<file path="src/rtl/sync_fifo_pkg.sv">
`default_nettype none
// sync_fifo_pkg -- read-mode selector shared by the programmable FIFO.
// Rev 1.0
package sync_fifo_pkg;
  typedef enum logic {FIFO_STD, FIFO_FWFT} fifo_mode_e;
endpackage
`default_nettype wire

</file>
<file path="src/rtl/sync_fifo_ram.sv">
`default_nettype none
// sync_fifo_ram -- simple dual-port storage, one write port and a registered read port.
// Rev 1.0
module sync_fifo_ram #(
  parameter int DATA_WIDTH = 32,
  parameter int DEPTH      = 16,
  parameter int ADDR_WIDTH = $clog2(DEPTH)
) (
  input  logic                  clk,
  input  logic                  we,
  input  logic [ADDR_WIDTH-1:0] waddr,
  input  logic [DATA_WIDTH-1:0] wdata,
  input  logic                  re,
  input  logic [ADDR_WIDTH-1:0] raddr,
  output logic [DATA_WIDTH-1:0] rdata
);
  logic [DATA_WIDTH-1:0] mem [DEPTH];

  always_ff @(posedge clk) begin
    if (we) mem[waddr] <= wdata;
    if (re) rdata <= mem[raddr];
  end
endmodule
`default_nettype wire

</file>
<file path="src/rtl/sync_fifo_prog.sv">
`default_nettype none
// sync_fifo_prog -- single-clock FIFO, standard or FWFT read, programmable almost flags.
// Rev 1.0
module sync_fifo_prog
  import sync_fifo_pkg::*;
#(
  parameter int         DATA_WIDTH = 32,
  parameter int         DEPTH      = 16,
  parameter fifo_mode_e MODE       = FIFO_STD,
  localparam int        CW         = $clog2(DEPTH + 1)
) (
  input  logic                  clk,
  input  logic                  rst,
  input  logic                  i_clr,
  input  logic                  i_wr_en,
  input  logic [DATA_WIDTH-1:0] i_wr_data,
  output logic                  o_full,
  output logic                  o_almost_full,
  input  logic                  i_rd_en,
  output logic [DATA_WIDTH-1:0] o_rd_data,
  output logic                  o_rd_valid,
  output logic                  o_empty,
  output logic                  o_almost_empty,
  input  logic [CW-1:0]         i_afull_thresh,
  input  logic [CW-1:0]         i_aempty_thresh,
  output logic [CW-1:0]         o_level,
  output logic                  o_overflow,
  output logic                  o_underflow
);
  localparam int AW = $clog2(DEPTH);

  if (DEPTH < 2 || (DEPTH & (DEPTH - 1)) != 0) begin : g_bad_depth
    $error("sync_fifo_prog: DEPTH must be a power of two >= 2");
  end

  logic [AW-1:0]         wr_ptr, rd_ptr;
  logic [CW-1:0]         level;
  logic                  wr_acc, rd_acc, ram_we, ram_re;
  logic [DATA_WIDTH-1:0] ram_q;

  assign o_full         = (level == CW'(DEPTH));
  assign o_empty        = (level == '0);
  assign o_level        = level;
  assign o_almost_full  = (level >= i_afull_thresh);
  assign o_almost_empty = (level <= i_aempty_thresh);

  assign wr_acc = i_wr_en & ~o_full  & ~i_clr;
  assign rd_acc = i_rd_en & ~o_empty & ~i_clr;

  always_ff @(posedge clk) begin
    if (rst || i_clr) begin
      level       <= '0;
      wr_ptr      <= '0;
      rd_ptr      <= '0;
      o_overflow  <= 1'b0;
      o_underflow <= 1'b0;
    end else begin
      if (wr_acc && !rd_acc)      level <= level + CW'(1);
      else if (rd_acc && !wr_acc) level <= level - CW'(1);
      if (ram_we) wr_ptr <= wr_ptr + AW'(1);
      if (ram_re) rd_ptr <= rd_ptr + AW'(1);
      if (i_wr_en && o_full)  o_overflow  <= 1'b1;
      if (i_rd_en && o_empty) o_underflow <= 1'b1;
    end
  end

  sync_fifo_ram #(
    .DATA_WIDTH (DATA_WIDTH),
    .DEPTH      (DEPTH),
    .ADDR_WIDTH (AW)
  ) u_ram (
    .clk   (clk),
    .we    (ram_we),
    .waddr (wr_ptr),
    .wdata (i_wr_data),
    .re    (ram_re),
    .raddr (rd_ptr),
    .rdata (ram_q)
  );

  if (MODE == FIFO_STD) begin : g_std
    logic valid_q;

    assign ram_we     = wr_acc;
    assign ram_re     = rd_acc;
    assign o_rd_data  = ram_q;
    assign o_rd_valid = valid_q;

    always_ff @(posedge clk) begin
      if (rst || i_clr) valid_q <= 1'b0;
      else              valid_q <= rd_acc;
    end
  end else begin : g_fwft
    // Head word lives either in the bypass register or in the RAM read register;
    // the RAM only ever holds the words behind the head.
    logic                  bypass, from_ram;
    logic [DATA_WIDTH-1:0] byp_data;

    assign bypass     = wr_acc & (o_empty | (rd_acc & (level == CW'(1))));
    assign ram_we     = wr_acc & ~bypass;
    assign ram_re     = rd_acc & (level > CW'(1));
    assign o_rd_valid = ~o_empty;
    assign o_rd_data  = from_ram ? ram_q : byp_data;

    always_ff @(posedge clk) begin
      if (rst)         from_ram <= 1'b0;
      else if (bypass) from_ram <= 1'b0;
      else if (ram_re) from_ram <= 1'b1;
    end

    always_ff @(posedge clk) begin
      if (bypass) byp_data <= i_wr_data;
    end
  end
endmodule
`default_nettype wire

</file>
<file path="config.mk">
export PLATFORM = sky130hd
export DESIGN_NAME = sync_fifo_prog
export DESIGN_NICKNAME = d
export VERILOG_FILES = /design/src/rtl/sync_fifo_pkg.sv /design/src/rtl/sync_fifo_ram.sv /design/src/rtl/sync_fifo_prog.sv
export SDC_FILE = /design/constraint.sdc
export NUM_CORES = 1
export LEC_CHECK = 0
export ABC_AREA = 1
export BUFFER_PORTS_ARGS = -buffer_cell sky130_fd_sc_hd__buf_2
export CORE_MARGIN = 5
export CORE_UTILIZATION = 50
export CTS_BUF_LIST = sky130_fd_sc_hd__clkbuf_4 sky130_fd_sc_hd__clkbuf_8
export DETAILED_ROUTE_END_ITERATION = 10
export PLACE_DENSITY_LB_ADDON = 0.05
export SLEW_MARGIN = 20
export SYNTH_ARGS = -nofsm -noshare
export SYNTH_HDL_FRONTEND = slang
export SYNTH_SLANG_ARGS = --single-unit
</file>
<file path="constraint.sdc">
create_clock -name clk -period 5.3 [get_ports clk]
set_clock_uncertainty 0.15 [all_clocks]
set_input_delay 0.795 -clock clk [delete_from_list [all_inputs] [get_ports clk]]
set_output_delay 0.795 -clock clk [all_outputs]
set_load 0.01 [all_outputs]
</file>
==> summary.txt <==
STA
  – Final hold vios: 0
  – Max-slew headroom: 23.8%
  – Achievable clock frequency: 311 MHz
  – Final setup fails: 0
  – Setup tns final: 0 ns
  – Max-slew violations: 0
  – Fin crit share: 60.6%
  – Final critical-path required period: 3.21 ns
  – Worst Max-Slew Pin Slew: 1.14 ns
  – RSZ-0062 raised after global routing: false

Logic synthesis
  – Area fraction in compound gates after synthesis: 3.21%
  – Post-Syn Nets: 2,037
  – Area contributors post-synth: edfxtp_1 72%, nand2_1 11%, nand3_1 4.5%, nor2_1 3.8%, a21oi_1 1.6%
  – Mapped Avg Cell Area: 11.6 um2
  – Top FF cell, synth: edfxtp_1
  – Post-synth top cells: 651 x nand2_1, 544 x edfxtp_1, 232 x nor2_1
  – Count leader, synth: nand2_1
  – Synth Register Bits: 560
  – Synth Area in Simple Gates: 19.4%
  – Post-synthesis mux area share: 0%
  – Ys async rst share: 0%
  – Synth cell types: 25
  – Number of warnings issued by yosys: 0
  – Area leader, netlist: edfxtp_1
  – Largest family of logic cells by synthesized area: simple AND/OR/NAND/NOR gates
  – Sequential area share after synthesis: 73.2%
  – Adder-cell share of the synthesized area: 1.13%
  – Top-area cell type share of the netlist area: 71.8%
  – Mapped Area: 22,800 um2
  – Post-Synth XOR/XNOR Area: 0.0385%
  – Post-synth EDFFs: 544
  – Synth Instances: 1,970

Worst setup path
  – CP startpoint kind: register
  – CP cell instances: clkinv_8, buf_4, o21ai_1, nand3_1, nand2_1, nand2_1
  – CP arrival: 3.45 ns
  – Crit Path Max Fanout: 187
  – CP max stage delay: 0.80 ns
  – Cell mode on critical path: nand2_1
  – Slowest cell on crit path: dfxtp_4
  – Crit path kind: reg2reg
  – Worst setup EP type: register
  – Worst EP required: 5.54 ns

Clocking
  – Worst skew pair latency: 0.66 ns
  – Setup bufs post-CTS: 0
  – CTS Hold Bufs: 0
  – Total CTS buffers: 90
  – Clk root buf: clkbuf_8
  – Clock sinks: 560
  – CTS tree: built
  – H-Tree Depth: 3
  – Clock transition at path regs: 0.06 ns
  – Maximum buffer depth of the clock tree: 3
  – Post_cts resized: 0

Placement
  – Final RePlAce weighted congestion: 0.784
  – Port Buf Inserts: 90
  – Dpl hpwl: 29,300 um
  – Placed Area: 23,900 um2

GRT
  – Largest net degree at the start of global routing: 207
  – Vias in the first global route: 14,300
  – Antenna violations before repair: 0
  – Total grt overflow: 0
  – Total GRT Usage: 21.7%
  – First-pass GRT wire length: 83,400 um

Power
  – Worst VDD drop: 0.000207 V
  – Comb power frac: 5.0%
  – Sw frac: 22.1%
  – Reg power frac: 55.5%
  – Clock power share: 39.5%
  – Psw: 1.96 mW
  – Static leakage: 9.39 nW
  – Internal Power: 6.92 mW
  – Pwr dens: 347 nW/um2

Floorplanning
  – Die area: 49,900 um2
  – I/O pin count: 91
  – FP Rows: 78
  – Placeable Area: 45,200 um2
  – Initial Util: 50.4%
  – Die span in y: 223 um
  – Die X: 223 um

Drt
  – # DRC: 0
  – WL/cell: 19.9 um
  – First-pass DRT Iterations: 6
  – 1st-iter DRT viols: 1,053
  – Final ANT Viol Nets: 0
  – Via density: 5.28
  – Via Count: 14,400
  – Routed wire length: 54,500 um

Hold path
  – Tightest Hold Check Type: in2reg

Final layout
  – Nets: 2,140
  – Final Cell Area: 25,600 um2
  – P&R area growth vs syn: 12.7%
  – Sequential cell area: 16,700 um2
  – Multi-input logic area: 5540 um2
  – Filler cell count: 3,832
  – Number of inserted diodes: 0
  – Layout cell share with drive strength beyond 1: 13.2%

Run status
  – Status: finished clean

Flow run
  – Max Cap Viol: 0
[cell usage in the layout (no fill, tap or decap), types with 2 or more instances in the layout]
cell type	count
a21oi_1	74
buf_12	3
buf_16	7
buf_2	90
buf_4	18
clkbuf_4	33
clkbuf_8	93
clkinv_1	19
clkinv_2	8
clkinvlp_4	3
dfxtp_1	12
dfxtp_2	3
edfxtp_1	544
ha_1	19
inv_1	33
nand2_1	651
nand3_1	206
nand4_1	5
nor2_1	215
nor2_4	18
nor3_1	2
o21ai_0	13
o21ai_1	56
or2_2	2
[cell type report]
cell class | count | area share [%]
clock buffers | 126 | 5.96
clock inverters | 30 | 0.625
inverters | 37 | 0.600
multi-input cells | 1266 | 21.6
flip-flops and latches | 560 | 65.0
well taps | 600 | 2.93
repair buffers | 118 | 3.27
[path summary, 6_finish.rpt]
kind	start	endpoint	slack (ns)	cells after the start
worst max register to register	rd_ptr[0]	u_ram.rdata[12]	2.09	6
worst min-delay path	rst	wr_ptr[2]	0.30	4
worst max-delay path	rd_ptr[0]	u_ram.rdata[12]	2.09	6
worst min register to register	o_overflow	o_overflow	0.33	2
[flip-flops by register name (all words and copies together), names as in the netlist]
| register | cells |
|---|---|
| rd_ptr | 4 |
| o_rd_valid | 1 |
| u_ram.rdata | 32 |
| o_overflow | 1 |
| u_ram.mem | 512 |
| o_level | 5 |
| o_underflow | 1 |
| wr_ptr | 4 |
[worst max-delay path, delay by kind of cell (launching register included)]
family	cells	cell delay (ns)
AO/OA/AOI/OAI	1	0.20
buffers and inverters	2	1.34
AND/OR/NAND/NOR	3	0.34
flip-flops	1	0.80
[logic make-up (layout without fill, tap and decap cells)]
logic type | Yosys count | in the layout
flops | 560 | 560
xor+xnor | 1 | 1
fa+ha+maj | 20 | 20
simple gates | 1100 | 1100
compound gates | 145 | 145
buf+inv | 144 | 311
[metal layers]
metal  wire length [um]  GRT usage [%]  vias to the layer above
met2              26900           36.4                      314
met5                  0              0                        -
met4               1410           7.39                        0
met3               2410           3.63                       91
li1                   -              -                     6985
met1              23700           29.0                     7058
[per-stage QoR]
step | hold slack (ns) | power [mW] | setup WS (ns) | std cells | util [%]
after global placement | 0.293 | 5.47 | 2.03 | 2572 | 52.5
after CTS | 0.241 | 8.98 | 2.09 | 2735 | 56.6
after global routing | 0.275 | 9.24 | 1.89 | 2737 | 56.7
after floorplan | 0.336 | 5.29 | 1.22 | 1970 | -
after detailed placement | 0.309 | 5.48 | 1.99 | 2579 | 52.9
final | 0.303 | 8.88 | 2.09 | 2737 | 56.7
[power groups by stage]
stage | combinational (mW) | clock (mW) | sequential (mW)
6_report | 0.449 | 3.51 | 4.93
5_1_grt | 0.505 | 3.80 | 4.93
4_1_cts | 0.457 | 3.60 | 4.93
3_5_place_dp | 0.455 | 0 | 5.02
3_3_place_gp | 0.448 | 0 | 5.02
2_1_floorplan | 0.267 | 0 | 5.02
Power figures use the tool's default switching activity.
